## src/rtl/fwd_pkg.sv

```systemverilog
// Shared types and constants for the forwarding scoreboard.
// Slot records keep rd zero-extended to FWD_AW_MAX bits so one packed type
// serves every AW up to that width.
package fwd_pkg;

  localparam int unsigned FWD_AW_DEFAULT    = 5;
  localparam int unsigned FWD_DEPTH_DEFAULT = 2;
  localparam int unsigned FWD_AW_MAX        = 8;
  localparam int unsigned FWD_SEL_RF        = 0;

  typedef struct packed {
    logic                  wr;
    logic                  ld;
    logic [FWD_AW_MAX-1:0] rd;
  } fwd_slot_t;

  // Build a slot record; register 0 is never marked as written.
  function automatic fwd_slot_t fwd_capture(input logic                  valid,
                                            input logic                  regwrite,
                                            input logic                  is_load,
                                            input logic [FWD_AW_MAX-1:0] rd);
    fwd_slot_t s;
    s.wr = valid & regwrite & (rd != '0);
    s.ld = is_load;
    s.rd = rd;
    return s;
  endfunction

endpackage

```

## src/rtl/fwd_prio_match.sv

```systemverilog
// Priority match of one source register against a vector of slots.
// Element 0 is the youngest slot; the youngest matching writer wins.
// The reported select is the element index plus BASE.
module fwd_prio_match
  import fwd_pkg::*;
#(
  parameter int unsigned AW    = FWD_AW_DEFAULT,
  parameter int unsigned NSLOT = FWD_DEPTH_DEFAULT,
  parameter int unsigned BASE  = 1,
  parameter int unsigned SW    = 2
) (
  input  logic                  [AW-1:0] i_src,
  input  fwd_slot_t [NSLOT-1:0]          i_slots,
  output logic                           o_match,
  output logic                  [SW-1:0] o_sel,
  output logic                           o_is_load
);

  logic [FWD_AW_MAX-1:0] w_src;

  assign w_src = FWD_AW_MAX'(i_src);

  // Scan oldest to youngest so the youngest match overwrites older ones.
  always_comb begin
    o_match   = 1'b0;
    o_sel     = SW'(FWD_SEL_RF);
    o_is_load = 1'b0;
    for (int i = NSLOT - 1; i >= 0; i--) begin
      if (i_slots[i].wr && (i_slots[i].rd == w_src)) begin
        o_match   = 1'b1;
        o_sel     = SW'(i + BASE);
        o_is_load = i_slots[i].ld;
      end
    end
  end

endmodule

```

## src/rtl/fwd_scoreboard.sv

```systemverilog
// Forwarding scoreboard: tracks destination tags of the DEPTH instructions
// past EX, drives per-operand forward selects for EX and raises a load-use
// stall for ID.
// Optional statistics counters: define FWD_SCOREBOARD_STATS_EN.
module fwd_scoreboard
  import fwd_pkg::*;
#(
  parameter int unsigned AW              = FWD_AW_DEFAULT,
  parameter int unsigned NSRC            = 2,
  parameter int unsigned DEPTH           = FWD_DEPTH_DEFAULT,
  parameter int unsigned LOAD_READY_SLOT = 2,
  parameter int unsigned SW              = $clog2(DEPTH + 1)
) (
  input  logic               clk_i,
  input  logic               rst_i,
  input  logic               ex_valid_i,
  input  logic               ex_regwrite_i,
  input  logic               ex_is_load_i,
  input  logic [AW-1:0]      ex_rd_i,
  input  logic [NSRC*AW-1:0] ex_src_i,
  input  logic [NSRC*AW-1:0] id_src_i,
  input  logic [NSRC-1:0]    id_src_used_i,
  output logic [NSRC*SW-1:0] forward_sel_o,
  output logic               stall_o,
  output logic [31:0]        stall_cnt_o,
  output logic [31:0]        fwd_cnt_o
);

  // r_slot[i] holds slot i+1 (EX/MEM is r_slot[0]).
  fwd_slot_t [DEPTH-1:0] r_slot;
  fwd_slot_t             w_ex_slot;
  fwd_slot_t [DEPTH:0]   w_id_slots;
  logic                  r_post_rst;

  logic [SW-1:0]   w_ex_sel [NSRC];
  logic [NSRC-1:0] w_ex_match;
  logic [NSRC-1:0] w_ex_ld;
  logic [SW-1:0]   w_id_sel [NSRC];
  logic [NSRC-1:0] w_id_match;
  logic [NSRC-1:0] w_id_ld;
  logic [NSRC-1:0] w_id_hazard;
  logic            w_unused_ex;

  assign w_ex_slot  = fwd_capture(ex_valid_i, ex_regwrite_i, ex_is_load_i, FWD_AW_MAX'(ex_rd_i));
  // The instruction in EX acts as virtual slot 0 for the ID lookup.
  assign w_id_slots = {r_slot, w_ex_slot};

  // Shift the tag pipeline every cycle; bubbles arrive as ex_valid_i = 0.
  always_ff @(posedge clk_i or posedge rst_i) begin
    if (rst_i) begin
      r_slot <= '0;
    end else begin
      r_slot[0] <= w_ex_slot;
      for (int k = 1; k < int'(DEPTH); k++) begin
        r_slot[k] <= r_slot[k-1];
      end
    end
  end

  // Marks the first cycle after reset release, when stall must stay low.
  always_ff @(posedge clk_i or posedge rst_i) begin
    if (rst_i) begin
      r_post_rst <= 1'b1;
    end else begin
      r_post_rst <= 1'b0;
    end
  end

  for (genvar n = 0; n < NSRC; n++) begin : g_src
    fwd_prio_match #(
      .AW   (AW),
      .NSLOT(DEPTH),
      .BASE (1),
      .SW   (SW)
    ) u_ex_match (
      .i_src    (ex_src_i[n*AW +: AW]),
      .i_slots  (r_slot),
      .o_match  (w_ex_match[n]),
      .o_sel    (w_ex_sel[n]),
      .o_is_load(w_ex_ld[n])
    );

    fwd_prio_match #(
      .AW   (AW),
      .NSLOT(DEPTH + 1),
      .BASE (0),
      .SW   (SW)
    ) u_id_match (
      .i_src    (id_src_i[n*AW +: AW]),
      .i_slots  (w_id_slots),
      .o_match  (w_id_match[n]),
      .o_sel    (w_id_sel[n]),
      .o_is_load(w_id_ld[n])
    );

    assign forward_sel_o[n*SW +: SW] = w_ex_sel[n];

    // Youngest writer at virtual slot j is a load still short of the ready slot.
    assign w_id_hazard[n] = id_src_used_i[n] & w_id_match[n] & w_id_ld[n] &
                            ((32'(w_id_sel[n]) + 32'd1) < LOAD_READY_SLOT);
  end

  // A forward from a not-yet-ready load is still reported as its slot number.
  assign w_unused_ex = ^{w_ex_match, w_ex_ld};

  assign stall_o = (|w_id_hazard) & ~rst_i & ~r_post_rst;

`ifdef FWD_SCOREBOARD_STATS_EN
  logic [31:0] r_stall_cnt;
  logic [31:0] r_fwd_cnt;
  logic [31:0] w_fwd_inc;

  // Number of valid EX operands taking a forwarded value this cycle.
  always_comb begin
    w_fwd_inc = '0;
    for (int i = 0; i < int'(NSRC); i++) begin
      w_fwd_inc = w_fwd_inc + 32'(ex_valid_i & w_ex_match[i]);
    end
  end

  // Free-running statistics, wrapping modulo 2^32.
  always_ff @(posedge clk_i or posedge rst_i) begin
    if (rst_i) begin
      r_stall_cnt <= '0;
      r_fwd_cnt   <= '0;
    end else begin
      r_stall_cnt <= r_stall_cnt + 32'(stall_o);
      r_fwd_cnt   <= r_fwd_cnt + w_fwd_inc;
    end
  end

  assign stall_cnt_o = r_stall_cnt;
  assign fwd_cnt_o   = r_fwd_cnt;
`else
  assign stall_cnt_o = '0;
  assign fwd_cnt_o   = '0;
`endif

endmodule

```

## config.mk

```make
export PLATFORM = sky130hd
export DESIGN_NAME = fwd_scoreboard
export DESIGN_NICKNAME = d
export VERILOG_FILES = /design/src/rtl/fwd_pkg.sv /design/src/rtl/fwd_prio_match.sv /design/src/rtl/fwd_scoreboard.sv
export SDC_FILE = /design/constraint.sdc
export NUM_CORES = 1
export LEC_CHECK = 0
export CORE_MARGIN = 5
export CORE_UTILIZATION = 35
export CTS_BUF_LIST = sky130_fd_sc_hd__clkbuf_16
export DETAILED_ROUTE_END_ITERATION = 7
export PLACE_DENSITY = 0.94
export REMOVE_ABC_BUFFERS = 1
export SLEW_MARGIN = 30
export SYNTH_ARGS = -nofsm -noshare
export SYNTH_HDL_FRONTEND = slang
export SYNTH_SLANG_ARGS = --single-unit
```

## constraint.sdc

```tcl
create_clock -name clk_i -period 3.9 [get_ports clk_i]
set_clock_uncertainty 0.15 [all_clocks]
set_input_delay 1.17 -clock clk_i [delete_from_list [all_inputs] [get_ports clk_i]]
set_output_delay 1.17 -clock clk_i [all_outputs]
set_load 0.01 [all_outputs]
```

**After elaboration in Yosys (flattened, before gate mapping)**

Cells that the tools add are included.

- $add $sub $neg: 2
- Order comparisons: 2
- Equality and inequality tests: 10
- Multiplexer cells: 22
- Bitwise operators: 12
- Reductions and logical operators: 12

Operators with widths:

| kind | count |
|---|---|
| $eq 5x5->1 | 10 |
| $mux 2 | 10 |
| $mux 1 | 12 |
| $and 1x1->1 | 10 |
| $logic_and 1x1->1 | 10 |
| $add 2x1->3 const B | 2 |
| $lt 3x2->1 const B | 2 |
| $reduce_bool 5->1 | 1 |
| $not 1->1 | 2 |
| $reduce_or 2->1 | 1 |

- Register bits: 15
- Bits of input ports: 32
- Output and inout bits: 69
- Word-level logic and storage cells: 67

**Depth between registers and ports, before layout**

- Word-level depth: 11
- Gate-level depth with buffers: 4
- Depth with buffers taken out: 4

**Cells and area by module**

Synthesis repeated with hierarchy kept, for this count alone.

- Cell total of the unflattened synthesis: 206
- Area, all modules: 1840.5 um^2

Modules (own cells, without submodules):

| module | times used | cells each | area an instance (um^2) | seq. area each (um^2) |
|---|---|---|---|---|
| fwd_scoreboard | 1 | 88 | 909.6 | 376.6 |
| fwd_prio_match (g_src[0].u_id_match ...) | 2 | 38 | 285.3 | 0.0 |
| fwd_prio_match (g_src[0].u_ex_match ...) | 2 | 21 | 180.2 | 0.0 |

**Worst setup path after synthesis**

No wires, ideal clock.

- Path type: input -> output
- From: input port ex_rd_i[0]
- To: output port stall_o
- Data arrival time: 1.967 ns
- Data required time: 2.580 ns
- Slack: 0.613 ns
- Stages on the path: 4
- Buffers on the path: 0
- Cells stage by stage: or3_1 > o311a_4 > nand3_2 > a21oi_2

RTL lines:

| what | RTL line | source |
|---|---|---|
| start, declared | fwd_scoreboard.sv:19 | `input logic [AW-1:0] ex_rd_i,` |
| end, declared | fwd_scoreboard.sv:24 | `output logic stall_o,` |

**Final worst setup path**

- From: input port ex_src_i[7]
- To: output port forward_sel_o[3]

- Longest elaborated chain between the ends: 4
- Elaborated cells between the ends (all ways): 6
- Those cells by class: eq/ne (2); mux (2); reduce/logical (2)

RTL lines:

| what | RTL line | source |
|---|---|---|
| start, declared | fwd_scoreboard.sv:20 | `input logic [NSRC*AW-1:0] ex_src_i,` |
| $eq 5x5->1 | fwd_prio_match.sv:29 | `if (i_slots[i].wr && (i_slots[i].rd == w_src)) begin` |
| $logic_and 1x1->1 | fwd_prio_match.sv:29 |  |
| $mux 2 | fwd_prio_match.sv:29 |  |
| $mux 2 (*) | fwd_prio_match.sv:29 |  |
| end, declared | fwd_scoreboard.sv:23 | `output logic [NSRC*SW-1:0] forward_sel_o,` |

Every way passes the cells marked *; elsewhere a longest branch is shown, timed or not.

==> results_dict.tcl <==
set metrics [dict create \
    cts_root_buffer "clkbuf_16" \
    ant_nets 0 \
    drc_errors 0 \
    ios 101 \
    yosysSeqAreaShare 0.271 \
    worst_hold_path_type "reg2reg" \
    start_kind "primary input" \
    insertion_delay_ns 0.24 \
    power.density_nw_per_um2 284 \
    power_leakage_uw 0.000774 \
    fin_nets 210 \
    grt.total_usage 0.0970 \
    syn_inst 128 \
    core-area_sq_um 3340 \
    fmax_ghz 0.258 \
    final_common_cell "conb_1" \
    hold_buffers 0 \
    cts_buffer_depth 2 \
    cp-startpoint "ex_src_i[7]" \
    ys_warn_count 0 \
    post-route-period-util 0.993 \
    grt_pass1_wl_microns 3270 \
    clk_pin_slew_ns 0.04 \
    status "finished clean" \
    grtUsageMet1 0.102 \
    grt_max_degree 14 \
    required_ns 2.58 \
    worstPathArrival_ns 2.55 \
    syn-cell-area_sq_um 1200 \
    min_period_ns 3.87 \
    start_util 0.361 \
    antenna_found_initial 0 \
    ys_ff_latch 13 \
    grt.met3_usage 0.0227 \
    portBuffers 36 \
    diodes 0 \
    cts_buffers 3 \
    gr-total-overflow 0 \
    routed_wl_microns 2340 \
    totalPowerFinal_uw 441 \
    final_cell_mix "65 x conb_1, 24 x xor2_1, 23 x clkdlybuf4s50_1" \
    first_iter_violations 17 \
    drive_gt1_frac 0.136 \
    drt-pass1-iter-count 3 \
    path_class "in2out" \
    place_congestion 0.853 \
    cts_tree "built" \
    syn_area_per_cell_sq_um 9.41 \
    dpl.hpwl_microns 2100 \
    timing.rr.start "r_slot[2]" \
    cts.htree.levels 1 \
    grt_use_met2 0.173 \
    synth_cell_type_count 15 \
    die_area_sq_um 4720 \
    die_x_microns 68.7 \
    maxCapViolations 0 \
    std_cell_rows 21 \
    setup_violations 0 \
    rsz0062_at_grt "true" \
    wire_per_inst_microns 10.5 \
    grt-busiest-layer "met2" \
    worstPathMaxFanout 2 \
    drv_slew 0 \
    clock-sinks 13 \
    grt_pass1_vias 751 \
    timing_hold_violations_final 0 \
    irDropWorstVdd_uv 151 \
    worstSetupEndpointType "output pin" \
    whs_ns 0.276 \
    die_h_microns 68.7 \
    vias_per_cell 3.50 \
    vias 780 \
    min_from "r_slot[9]" \
    area_delta_synth_final_pct 28.7 \
]
==> Yosys cell counts, drive strengths merged <==
cell | count | area, sq um
a21oi | 1 | 8.76
and3 | 2 | 12.5
buf | 64 | 480
conb | 1 | 3.75
dfrtp | 12 | 300
dfstp | 1 | 26.3
inv | 1 | 3.75
nand3 | 5 | 30.0
nor2 | 3 | 11.3
nor4 | 6 | 37.5
o311a | 1 | 21.3
or3 | 1 | 6.26
xnor2 | 6 | 52.6
xor2 | 24 | 210
==> area by class of cell <==
class	count	area (sq um)
clock buffers	3	75.1
clock inverters	1	3.75
fillers	347	1790
inverters	1	3.75
multi-input cells	114	666
flip-flops and latches	13	327
well taps	46	57.6
repair buffers	45	418
==> worst max-delay path, cell delays in order <==
cell             delay [ns]
clkdlybuf4s50_1        0.46
xor2_1                 0.17
nor4_2                 0.29
nand3_1                0.13
nor2_1                 0.10
clkdlybuf4s15_2        0.23
==> layer usage <==
metal	wire [microns]	vias to the layer above	part of all wire
met5	0	-	0
met4	33	0	0.014
met3	264	4	0.11
met2	1340	47	0.57
met1	699	353	0.30
li1	-	376	-
==> report_power, final <==
group | total, uW | internal, uW | switching (uW) | leakage (uW)
registers | 149 | 143 | 6.60 | 0.000153
logic | 108 | 48.6 | 59.8 | 0.000579
clock network | 183 | 134 | 48.7 | 0.0000423
==> worst paths after layout <==
kind / slack [ns] / to / cells past startpoint
max: 0.03 / forward_sel_o[3] / 6
min: 0.28 / r_slot[19] / 0
max reg2reg: 3.20 / r_slot[12] / 0
min reg2reg: 0.28 / r_slot[19] / 0
max in group asynchronous: 2.14 / r_post_rst / 2
min in group asynchronous: 1.12 / r_slot[11] / 2
==> metrics by stage <==
stage	setup TNS [ns]	util	area, sq um	std cells	setup slack [ns]
after CTS	0	0.458	1530	223	0.00759
after global routing	-0.0593	0.465	1550	223	-0.0593
final	0	0.465	1550	223	0.0259
after global placement	-1.30	0.435	1450	219	-0.379
after floorplan	0	-	965	128	0.613
after detailed placement	-1.52	0.435	1450	219	-0.424
==> flip-flops by register name, indices dropped and copies added (netlist names) <==
register,cells
r_post_rst,1
r_slot,12
==> repair_timing <==
item,4_1_cts,5_1_grt
endpoints found under the setup margin,5,4
hold endpoints to repair,0,0
pin swaps,5,6
setup buffers,0,0
resized for setup,19,7
==> cell families (layout without fill, tap and decap cells) <==
kind of cell | after synthesis | count (layout) | share of synthesized area
DFF | 13 | 13 | 0.271
xor gates and xnor gates | 30 | 30 | 0.218
buffers and inverters | 65 | 50 | 0.402
other | 1 | 65 | 0.00311
and+or+nand+nor | 17 | 17 | 0.0810
AOI/OAI and AO/OA | 2 | 2 | 0.0249
Note: power is estimated with default switching activity, not from simulation.
